`src/rtl/ctrl_api_pkg.sv`:
```
// ----------------------------------------------------------------------------
// ctrl_api_pkg
// Shared definitions for the control-path AXI-Stream blocks (splitter and
// arbiter): stream field widths, the arbiter grant state encoding and the
// source identifiers.
// ----------------------------------------------------------------------------
package ctrl_api_pkg;

    localparam int CTRL_AXIS_DATA_WIDTH  = 128;
    localparam int CTRL_AXIS_KEEP_WIDTH  = CTRL_AXIS_DATA_WIDTH / 8;
    localparam int CTRL_AXIS_TDEST_WIDTH = 8;
    localparam int CTRL_AXIS_TUSER_WIDTH = 32;
    localparam int CTRL_PKT_CNT_WIDTH    = 16;

    typedef enum logic [1:0] {
        IDLE      = 2'd0,
        GRANT_ANC = 2'd1,
        GRANT_NAC = 2'd2
    } grant_state_t;

    typedef enum logic {
        SRC_ANC = 1'b0,
        SRC_NAC = 1'b1
    } source_e;

    // Width of one stream beat packed as {tlast, tuser, tdest, tid, tkeep, tdata}.
    function automatic int axis_payload_width(input int data_w, input int keep_w,
                                              input int tdest_w, input int tuser_w);
        return data_w + keep_w + 2 * tdest_w + tuser_w + 1;
    endfunction

endpackage

```
`src/rtl/axis_skid_buffer.sv`:
```
// ----------------------------------------------------------------------------
// axis_skid_buffer
// Two-entry register slice for a packed AXI-Stream payload. Both the output
// (valid/data) and the upstream ready are registered, which breaks every
// combinational path through the block.
//
// Ports:
//   clk_i, rst_ni      clock, asynchronous active-low reset (buffer empties)
//   s_valid_i/s_ready_o/s_data_i   upstream side
//   m_valid_o/m_ready_i/m_data_o   downstream side; data held while stalled
// ----------------------------------------------------------------------------
module axis_skid_buffer #(
    parameter int WIDTH = 8
) (
    input  logic             clk_i,
    input  logic             rst_ni,
    input  logic             s_valid_i,
    output logic             s_ready_o,
    input  logic [WIDTH-1:0] s_data_i,
    output logic             m_valid_o,
    input  logic             m_ready_i,
    output logic [WIDTH-1:0] m_data_o
);

    logic [WIDTH-1:0] mem_q [2];
    logic             wr_ptr_q;
    logic             rd_ptr_q;
    logic [1:0]       count_q;
    logic [1:0]       count_d;
    logic             ready_q;
    logic             push;
    logic             pop;

    assign push = s_valid_i && ready_q;
    assign pop  = (count_q != 2'd0) && m_ready_i;

    always_comb begin
        count_d = count_q;
        if (push && !pop) begin
            count_d = count_q + 2'd1;
        end else if (!push && pop) begin
            count_d = count_q - 2'd1;
        end
    end

    // ready is the registered "an entry will be free next cycle" flag, so a
    // push can never land on a full buffer.
    always_ff @(posedge clk_i or negedge rst_ni) begin
        if (!rst_ni) begin
            count_q  <= 2'd0;
            ready_q  <= 1'b1;
            wr_ptr_q <= 1'b0;
            rd_ptr_q <= 1'b0;
        end else begin
            count_q <= count_d;
            ready_q <= (count_d != 2'd2);
            if (push) wr_ptr_q <= ~wr_ptr_q;
            if (pop)  rd_ptr_q <= ~rd_ptr_q;
        end
    end

    // Payload storage needs no reset: it is only observed while count_q != 0.
    always_ff @(posedge clk_i) begin
        if (push) mem_q[wr_ptr_q] <= s_data_i;
    end

    assign s_ready_o = ready_q;
    assign m_valid_o = (count_q != 2'd0);
    assign m_data_o  = mem_q[rd_ptr_q];

endmodule

```
`src/rtl/control_to_network_bridge_arbiter.sv`:
```
// ----------------------------------------------------------------------------
// control_to_network_bridge_arbiter
// Packet-level round-robin arbiter merging the ANC (requests) and NAC
// (responses) control streams onto the single link toward the network bridge.
// A grant is held for a whole packet, so beats of different packets never
// interleave. The merged stream leaves through a 2-entry skid buffer.
//
// Ports:
//   i_clk, i_ap_rst_n               clock, asynchronous active-low reset
//   from_anc_*                      ANC source stream (tready is an output)
//   from_nac_*                      NAC source stream (tready is an output)
//   to_network_bridge_*             merged stream (tready is an input)
//   o_anc_pkt_count/o_nac_pkt_count packets forwarded per source (wrapping)
//   o_dbg_state                     current grant state, for observation
//
// Handshake: a beat moves on a port in the cycle where tvalid and tready are
// both high at the rising clock edge; a source holds tvalid and all payload
// fields stable until accepted, and tvalid never depends on tready.
// ----------------------------------------------------------------------------
module control_to_network_bridge_arbiter
    import ctrl_api_pkg::*;
#(
    parameter int AXIS_DATA_WIDTH  = CTRL_AXIS_DATA_WIDTH,
    parameter int AXIS_KEEP_WIDTH  = CTRL_AXIS_KEEP_WIDTH,
    parameter int AXIS_TDEST_WIDTH = CTRL_AXIS_TDEST_WIDTH,
    parameter int AXIS_TUSER_WIDTH = CTRL_AXIS_TUSER_WIDTH,
    parameter int PKT_CNT_WIDTH    = CTRL_PKT_CNT_WIDTH
) (
    input  logic                        i_clk,
    input  logic                        i_ap_rst_n,

    input  logic                        from_anc_tvalid,
    output logic                        from_anc_tready,
    input  logic [AXIS_DATA_WIDTH-1:0]  from_anc_tdata,
    input  logic [AXIS_KEEP_WIDTH-1:0]  from_anc_tkeep,
    input  logic [AXIS_TDEST_WIDTH-1:0] from_anc_tid,
    input  logic [AXIS_TDEST_WIDTH-1:0] from_anc_tdest,
    input  logic [AXIS_TUSER_WIDTH-1:0] from_anc_tuser,
    input  logic                        from_anc_tlast,

    input  logic                        from_nac_tvalid,
    output logic                        from_nac_tready,
    input  logic [AXIS_DATA_WIDTH-1:0]  from_nac_tdata,
    input  logic [AXIS_KEEP_WIDTH-1:0]  from_nac_tkeep,
    input  logic [AXIS_TDEST_WIDTH-1:0] from_nac_tid,
    input  logic [AXIS_TDEST_WIDTH-1:0] from_nac_tdest,
    input  logic [AXIS_TUSER_WIDTH-1:0] from_nac_tuser,
    input  logic                        from_nac_tlast,

    output logic                        to_network_bridge_tvalid,
    input  logic                        to_network_bridge_tready,
    output logic [AXIS_DATA_WIDTH-1:0]  to_network_bridge_tdata,
    output logic [AXIS_KEEP_WIDTH-1:0]  to_network_bridge_tkeep,
    output logic [AXIS_TDEST_WIDTH-1:0] to_network_bridge_tid,
    output logic [AXIS_TDEST_WIDTH-1:0] to_network_bridge_tdest,
    output logic [AXIS_TUSER_WIDTH-1:0] to_network_bridge_tuser,
    output logic                        to_network_bridge_tlast,

    output logic [PKT_CNT_WIDTH-1:0]    o_anc_pkt_count,
    output logic [PKT_CNT_WIDTH-1:0]    o_nac_pkt_count,
    output grant_state_t                o_dbg_state
);

    localparam int PW = axis_payload_width(AXIS_DATA_WIDTH, AXIS_KEEP_WIDTH,
                                           AXIS_TDEST_WIDTH, AXIS_TUSER_WIDTH);

    grant_state_t             state_q;
    source_e                  last_grant_q;
    logic [PKT_CNT_WIDTH-1:0] anc_cnt_q;
    logic [PKT_CNT_WIDTH-1:0] nac_cnt_q;

    logic          skid_in_valid;
    logic          skid_in_ready;
    logic [PW-1:0] skid_in_data;
    logic [PW-1:0] skid_out_data;
    logic          last_fire;

    // Payload mux: only the granted source reaches the skid buffer.
    always_comb begin
        skid_in_valid = 1'b0;
        skid_in_data  = '0;
        case (state_q)
            GRANT_ANC: begin
                skid_in_valid = from_anc_tvalid;
                skid_in_data  = {from_anc_tlast, from_anc_tuser, from_anc_tdest,
                                 from_anc_tid, from_anc_tkeep, from_anc_tdata};
            end
            GRANT_NAC: begin
                skid_in_valid = from_nac_tvalid;
                skid_in_data  = {from_nac_tlast, from_nac_tuser, from_nac_tdest,
                                 from_nac_tid, from_nac_tkeep, from_nac_tdata};
            end
            default: ;
        endcase
    end

    assign from_anc_tready = (state_q == GRANT_ANC) && skid_in_ready;
    assign from_nac_tready = (state_q == GRANT_NAC) && skid_in_ready;
    assign last_fire       = skid_in_valid && skid_in_ready && skid_in_data[PW-1];

    // Arbitration FSM. On a tie the source that did not hold the previous
    // grant wins; last_grant resets to NAC so ANC wins the first tie.
    always_ff @(posedge i_clk or negedge i_ap_rst_n) begin
        if (!i_ap_rst_n) begin
            state_q      <= IDLE;
            last_grant_q <= SRC_NAC;
            anc_cnt_q    <= '0;
            nac_cnt_q    <= '0;
        end else begin
            case (state_q)
                IDLE: begin
                    if (from_anc_tvalid && (!from_nac_tvalid || last_grant_q == SRC_NAC)) begin
                        state_q      <= GRANT_ANC;
                        last_grant_q <= SRC_ANC;
                    end else if (from_nac_tvalid) begin
                        state_q      <= GRANT_NAC;
                        last_grant_q <= SRC_NAC;
                    end
                end
                GRANT_ANC: begin
                    if (last_fire) begin
                        state_q   <= IDLE;
                        anc_cnt_q <= anc_cnt_q + PKT_CNT_WIDTH'(1);
                    end
                end
                GRANT_NAC: begin
                    if (last_fire) begin
                        state_q   <= IDLE;
                        nac_cnt_q <= nac_cnt_q + PKT_CNT_WIDTH'(1);
                    end
                end
                default: state_q <= IDLE;
            endcase
        end
    end

    axis_skid_buffer #(
        .WIDTH (PW)
    ) u_skid (
        .clk_i     (i_clk),
        .rst_ni    (i_ap_rst_n),
        .s_valid_i (skid_in_valid),
        .s_ready_o (skid_in_ready),
        .s_data_i  (skid_in_data),
        .m_valid_o (to_network_bridge_tvalid),
        .m_ready_i (to_network_bridge_tready),
        .m_data_o  (skid_out_data)
    );

    assign {to_network_bridge_tlast, to_network_bridge_tuser, to_network_bridge_tdest,
            to_network_bridge_tid, to_network_bridge_tkeep, to_network_bridge_tdata} = skid_out_data;

    assign o_anc_pkt_count = anc_cnt_q;
    assign o_nac_pkt_count = nac_cnt_q;
    assign o_dbg_state     = state_q;

endmodule
```
`config.mk`:
```
export PLATFORM = sky130hd
export DESIGN_NAME = control_to_network_bridge_arbiter
export DESIGN_NICKNAME = d
export VERILOG_FILES = /design/src/rtl/ctrl_api_pkg.sv /design/src/rtl/axis_skid_buffer.sv /design/src/rtl/control_to_network_bridge_arbiter.sv
export SDC_FILE = /design/constraint.sdc
export NUM_CORES = 1
export LEC_CHECK = 0
export BUFFER_PORTS_ARGS = -buffer_cell sky130_fd_sc_hd__clkbuf_2
export CORE_MARGIN = 4
export CORE_UTILIZATION = 25
export CTS_CLUSTER_DIAMETER = 150
export DETAILED_ROUTE_END_ITERATION = 10
export SKIP_CTS_REPAIR_TIMING = 1
export SLEW_MARGIN = 0
export SYNTH_ARGS = -nofsm -noshare
export SYNTH_HDL_FRONTEND = slang
export SYNTH_SLANG_ARGS = --single-unit
export TNS_END_PERCENT = 50
```
`constraint.sdc`:
```
create_clock -name i_clk -period 11.2 [get_ports i_clk]
set_input_delay 2.24 -clock i_clk [delete_from_list [all_inputs] [get_ports i_clk]]
set_output_delay 2.24 -clock i_clk [all_outputs]
set_load 0.05 [all_outputs]
```
; Yosys cells after proc, flatten, opt, wreduce, memory -nomap -nowiden
; Memories as Yosys holds them, arrays and structs flattened.
; Cells that the tools add are included.
[classes]
muxes = 12
n_reduce_logical = 20
n_addsub = 4
n_bitwise = 2
n_eq_ne = 5
[ops]
columns = cell, count
row1 = case mux 193 bit (2 select lines), 1
row2 = adder 16 x 1 -> 16 bit (second input constant), 2
row3 = 2-to-1 mux 2 bit, 5
row4 = logical AND 1 bit, 8
row5 = AND reduction 2 bit, 4
row6 = 2-to-1 mux 1 bit, 4
row7 = case mux 2 bit (2 select lines), 1
row8 = nonzero test 2 bit, 2
row9 = zero test 1 bit, 3
row10 = inequality test 3 bit (second input constant), 1
row11 = adder 2 x 1 -> 2 bit (second input constant), 1
row12 = equality test 2 x 1 -> 1 bit (second input constant), 1
row13 = equality test 2 bit (second input constant), 1
row14 = zero test 2 bit, 1
row15 = inequality test 2 x 1 -> 1 bit (second input constant), 1
row16 = inequality test 2 bit (second input constant), 1
row17 = NOT 1 bit, 2
row18 = case mux 1 bit (2 select lines), 1
row19 = OR reduction 2 bit, 1
row20 = subtractor 2 x 1 -> 2 bit (second input constant), 1
row21 = logical OR 1 bit, 1
[word_totals]
mem_bits_rw = 386
regBits = 40
out_inout_bits = 230
word_cells = 52
input_bits = 391
n_memories = 1
[memory_table]
columns = name, depth, width, rd, rd_clocked_by_memory_dff, write_ports, line
row1 = u_skid.mem_q, 2, 193, 1, 0, 1, axis_skid_buffer.sv:25  ; logic [WIDTH-1:0] mem_q [2];

; Longest topological paths before layout
[logic_depth]
word_depth = 8
mapped_depth = 7

; By module
; A second synthesis with hierarchy kept.
[unflattened]
cells_unflattened = 1236
hier_area_um2 = 19520.0
[by_module_without_submodules]
columns = mod, cells_each, instances, area_per_inst_um2, seq_area_each_um2
row1 = axis_skid_buffer, 624, 1, 14854.2, 11717.5
row2 = control_to_network_bridge_arbiter, 612, 1, 4665.7, 877.1

; Least setup slack after synthesis
; Ideal clock, no wire load.
[synth_timing]
kind = input port to flip-flop
from = input port from_anc_tvalid
to = memory u_skid.mem_q[0][0] in the netlist's numbering (enable)
cell_stages = 3
arrival_time_ns = 10.527
n_path_buf = 0
setup_time_ns = 0.749
slack_ns = -0.076
required_ns = 10.451
path_cell_list = a22o_1 nand2_1 nor2_1
[synth_between]
elab_chain_len = 4
[synth_lines]
columns = element, line
row1 = from (decl), control_to_network_bridge_arbiter.sv:32  ; input logic from_anc_tvalid,
row2 = case mux 1 bit (2 select lines), control_to_network_bridge_arbiter.sv:82  ; case (state_q)
row3 = logical AND 1 bit, axis_skid_buffer.sv:34  ; assign push = s_valid_i && ready_q;
row4 = 2-to-1 mux 1 bit, axis_skid_buffer.sv:64  ; if (push) mem_q[wr_ptr_q] <= s_data_i;
row5 = 2-to-1 mux 1 bit (not written as such), axis_skid_buffer.sv:64
row6 = to (decl), axis_skid_buffer.sv:25
; Every way passes these cells.

; Worst setup path after layout
[layout_timing]
from = register u_skid.rd_ptr_q
to = output port to_network_bridge_tdata[100]
[layout_between]
elab_chain_len = 1
[layout_lines]
columns = element, line
row1 = from (decl), axis_skid_buffer.sv:27  ; logic rd_ptr_q;
row2 = from (signal assigned), axis_skid_buffer.sv:58  ; if (pop) rd_ptr_q <= ~rd_ptr_q;
row3 = memory read (2 x 193 bit), -
row4 = to (decl), control_to_network_bridge_arbiter.sv:52  ; output logic [AXIS_DATA_WIDTH-1:0] to_network_bridge_tdata,
; Every way passes these cells.

==> results_dict.tcl <==
set metrics [dict create \
    power.clock.fraction_pct 23.1 \
    timing.critical_path.mode_cell "buf_4" \
    cts_sinks 426 \
    power.share.switching_pct 40.97 \
    core_box_area_um2 74320 \
    drt.antenna.violating_nets 0 \
    cp_max_fo 61 \
    finalNetCount 2221 \
    htree_levels 2 \
    crit_path_cell_trace "buf_4 -> buf_4 -> mux2_2 -> clkbuf_2" \
    pwr-share-seq_pct 32.9 \
    synth_cells 1230 \
    dp.final_hpwl_um 38430 \
    die-width_um 281.6 \
    total_of_flip_flops_plus_latches_after_synthesis 426 \
    wl_per_cell_um 18.86 \
    worst-path-buf-inv 3 \
    achievable-frequency_mhz 181.9 \
    drt_iter0_drc 718 \
    drc_errors_left 0 \
    fp.dieArea_um2 79310 \
    critPathRequiredTime_ns 8.96 \
    initial_antenna_violation_count 2 \
    final_min_period_over_clock_period_pct 49.10 \
    drive_above_1_share_pct 48.87 \
    totalWireLength_um 53340 \
    clk_pin_slew_worst_paths_ns 0.06 \
    transition_at_the_pin_with_the_smallest_max_transition_slack_ns 1.147 \
    grt_usage_pct 12.54 \
    tritoncts "yes" \
    period_needed_ns 5.499 \
    clock_insertion_delay_worst_skew_ns 0.56 \
    vias_per_cell 4.519 \
    layout.cells.most_common_list "clkbuf_2 (620), edfxtp_1 (386), mux2_2 (195), nor2b_1 (193), a22oi_1 (192)" \
    buffer_ports.inserted 620 \
    report.final.hold_viol_count 0 \
    count_of_cell_types_in_the_netlist 38 \
    detail_route.first_pass.iterations 5 \
    die_y_um 281.6 \
    cts-root-to-sink-buffers 3 \
    synth_fp_nets 1627 \
    synthToLayoutAreaGrowth_pct 30.10 \
    setup.worst_path.class "register to primary output" \
    cts_inserted_buffers 46 \
    yosysSeqAreaShare_pct 67.29 \
    syn_area_um2 18720 \
    finClkSkew_ns 0.01264 \
    endpoint_kind "primary output" \
    tns_ns 0 \
    total_power_w 0.006377 \
    final_common_cell "clkbuf_2" \
    floorplan.rows 100 \
    power_report.internal_total_w 0.003764 \
    maxCapViolations 0 \
    critical-path-slowest-cell "dfrtp_4" \
    layout_setup_ws_ns 5.701 \
    ys_warn_count 0 \
    pin_count 621 \
    largest_net_degree_at_the_start_of_global_routing 133 \
    max_stage_delay_ns 0.69 \
    switching_power_w 0.002613 \
    maximum_ir_drop_on_the_vdd_rail_mv 0.2464 \
    setup_slack_at_placement_ns 6.119 \
    finalSetupViolCount 0 \
    cts_root_buffer "clkbuf_16" \
    timing.critical_path.max_delay_family "buffers and inverters" \
    power_density_nw_per_um2 261.8 \
    initial_util_pct 25.19 \
    timing.max_slew.rel_slack_pct 22.94 \
    global_route_wire_length_before_repair_um 76940 \
    syn-mean-instance-area_um2 15.22 \
    power.share.combinational_pct 44.0 \
    worst_setup_path_start_kind "register" \
    globalplace.congestion 0.8804 \
    static-leakage-power_nw 9.178 \
    timing.hold.worst.class "register to register" \
    run_status "complete, no violations" \
    timing.final.max_slew_violations 0 \
    globalRoute.totalOverflow 0 \
    setup_repair_after_global_routing_missed_its_margin "false" \
    number_of_global_route_vias_before_repair 13080 \
    routed-via-count 12780 \
    worst-endpoint-arrival_ns 3.26 \
]
## registers in the layout, indices dropped and copies added (netlist names)
name	cells
last_grant_q	1
u_skid.mem_q	386
o_anc_pkt_count	16
u_skid.s_ready_o	1
o_dbg_state	2
u_skid.count_q	2
o_nac_pkt_count	16
u_skid.rd_ptr_q	1
u_skid.wr_ptr_q	1
## cell type report
class	count	area, µm²
Fill cell	7396	49970
Multi-Input combinational cell	709	5813
Clock buffer	60	1287
Timing Repair Buffer	634	3221
Inverter	7	26.28
Clock inverter	22	191.4
Sequential cell	426	12600
Tap cell	969	1212
Antenna cell	1	2.502
## power by group through the flow
stage | Combinational (W) | Clock, W | Sequential (W)
CTS | 0.00285 | 0.00153 | 0.00210
global route | 0.00298 | 0.00160 | 0.00211
detailed placement | 0.00284 | 0 | 0.00213
finish | 0.00280 | 0.00148 | 0.00210
floorplan | 0.00211 | 0 | 0.00213
global placement | 0.00280 | 0 | 0.00213
## synthesized netlist by cell type
cell type | count | area share (%)
a21oi_1 | 4 | 0.11
nand2_1 | 14 | 0.28
or4_4 | 1 | 0.060
clkbuf_1 | 77 | 1.5
buf_1 | 8 | 0.16
a22o_1 | 2 | 0.094
xnor2_1 | 21 | 0.98
dfstp_2 | 2 | 0.28
a31oi_1 | 1 | 0.033
and2_1 | 5 | 0.17
buf_2 | 3 | 0.080
a21boi_0 | 1 | 0.040
xor2_1 | 11 | 0.51
a311oi_1 | 1 | 0.047
edfxtp_1 | 386 | 62
and3_1 | 5 | 0.17
mux2_2 | 195 | 12
a22oi_4 | 1 | 0.11
a22oi_1 | 192 | 7.7
a22oi_2 | 1 | 0.067
xnor2_2 | 1 | 0.087
o211ai_1 | 1 | 0.040
nor2_1 | 6 | 0.12
ha_1 | 6 | 0.40
o22ai_1 | 2 | 0.067
nor3b_1 | 1 | 0.040
nor3_1 | 6 | 0.16
nor2b_1 | 193 | 6.5
or3_4 | 1 | 0.060
nor4_1 | 7 | 0.23
dfrtp_1 | 38 | 5.1
nand3_1 | 11 | 0.29
nor4_2 | 1 | 0.067
inv_1 | 7 | 0.14
a211oi_1 | 1 | 0.040
nand4_1 | 13 | 0.43
and4_1 | 3 | 0.14
o31a_1 | 1 | 0.047
## kinds of logic after synthesis
logic type / count (synthesis) / share of synthesized area, %
simple gates: 267 / 8.676
flops: 426 / 67.29
fa+ha+maj: 6 / 0.4011
xor+xnor: 33 / 1.584
buf+inv: 95 / 1.925
compound gates: 208 / 8.396
mux: 195 / 11.73
## metal layers
metal / share of wire, % / up-vias / global-route usage, % / routed length, µm
met5: 0 / - / 0 / 0
met3: 6.8 / 71 / 2.915 / 3610
met2: 51 / 497 / 22.29 / 27060
met1: 40 / 6281 / 15.08 / 21250
met4: 2.7 / 0 / 3.995 / 1420
li1: - / 5930 / - / -
## path summary, 6_finish.rpt
| kind | startpoint | end | slack (ns) | depth (start not counted) |
|---|---|---|---|---|
| max reg2reg | o_dbg_state[1] | u_skid.mem_q[1][36] | 7.35 | 6 |
| max | u_skid.rd_ptr_q | to_network_bridge_tdata[100] | 5.70 | 4 |
| min | o_nac_pkt_count[15] | o_nac_pkt_count[15] | 0.49 | 1 |
| min in group asynchronous | i_ap_rst_n | o_nac_pkt_count[15] | 1.87 | 1 |
| min reg2reg | o_nac_pkt_count[15] | o_nac_pkt_count[15] | 0.49 | 1 |
| max in group asynchronous | i_ap_rst_n | u_skid.rd_ptr_q | 8.57 | 1 |
## stage by stage
step / std cells / cell area [µm²] / hold slack [ns] / utilization [%]
3_3_place_gp: 2745 / 22870 / 0.4564 / 30.77
3_5_place_dp: 2745 / 22870 / 0.4720 / 30.77
6_report: 2828 / 24350 / 0.4890 / 32.77
5_1_grt: 2828 / 24350 / 0.5038 / 32.77
2_1_floorplan: 1230 / 18720 / 0.4718 / -
4_1_cts: 2827 / 24350 / 0.4894 / 32.76
No activity file was read; power rests on OpenSTA's default activity.
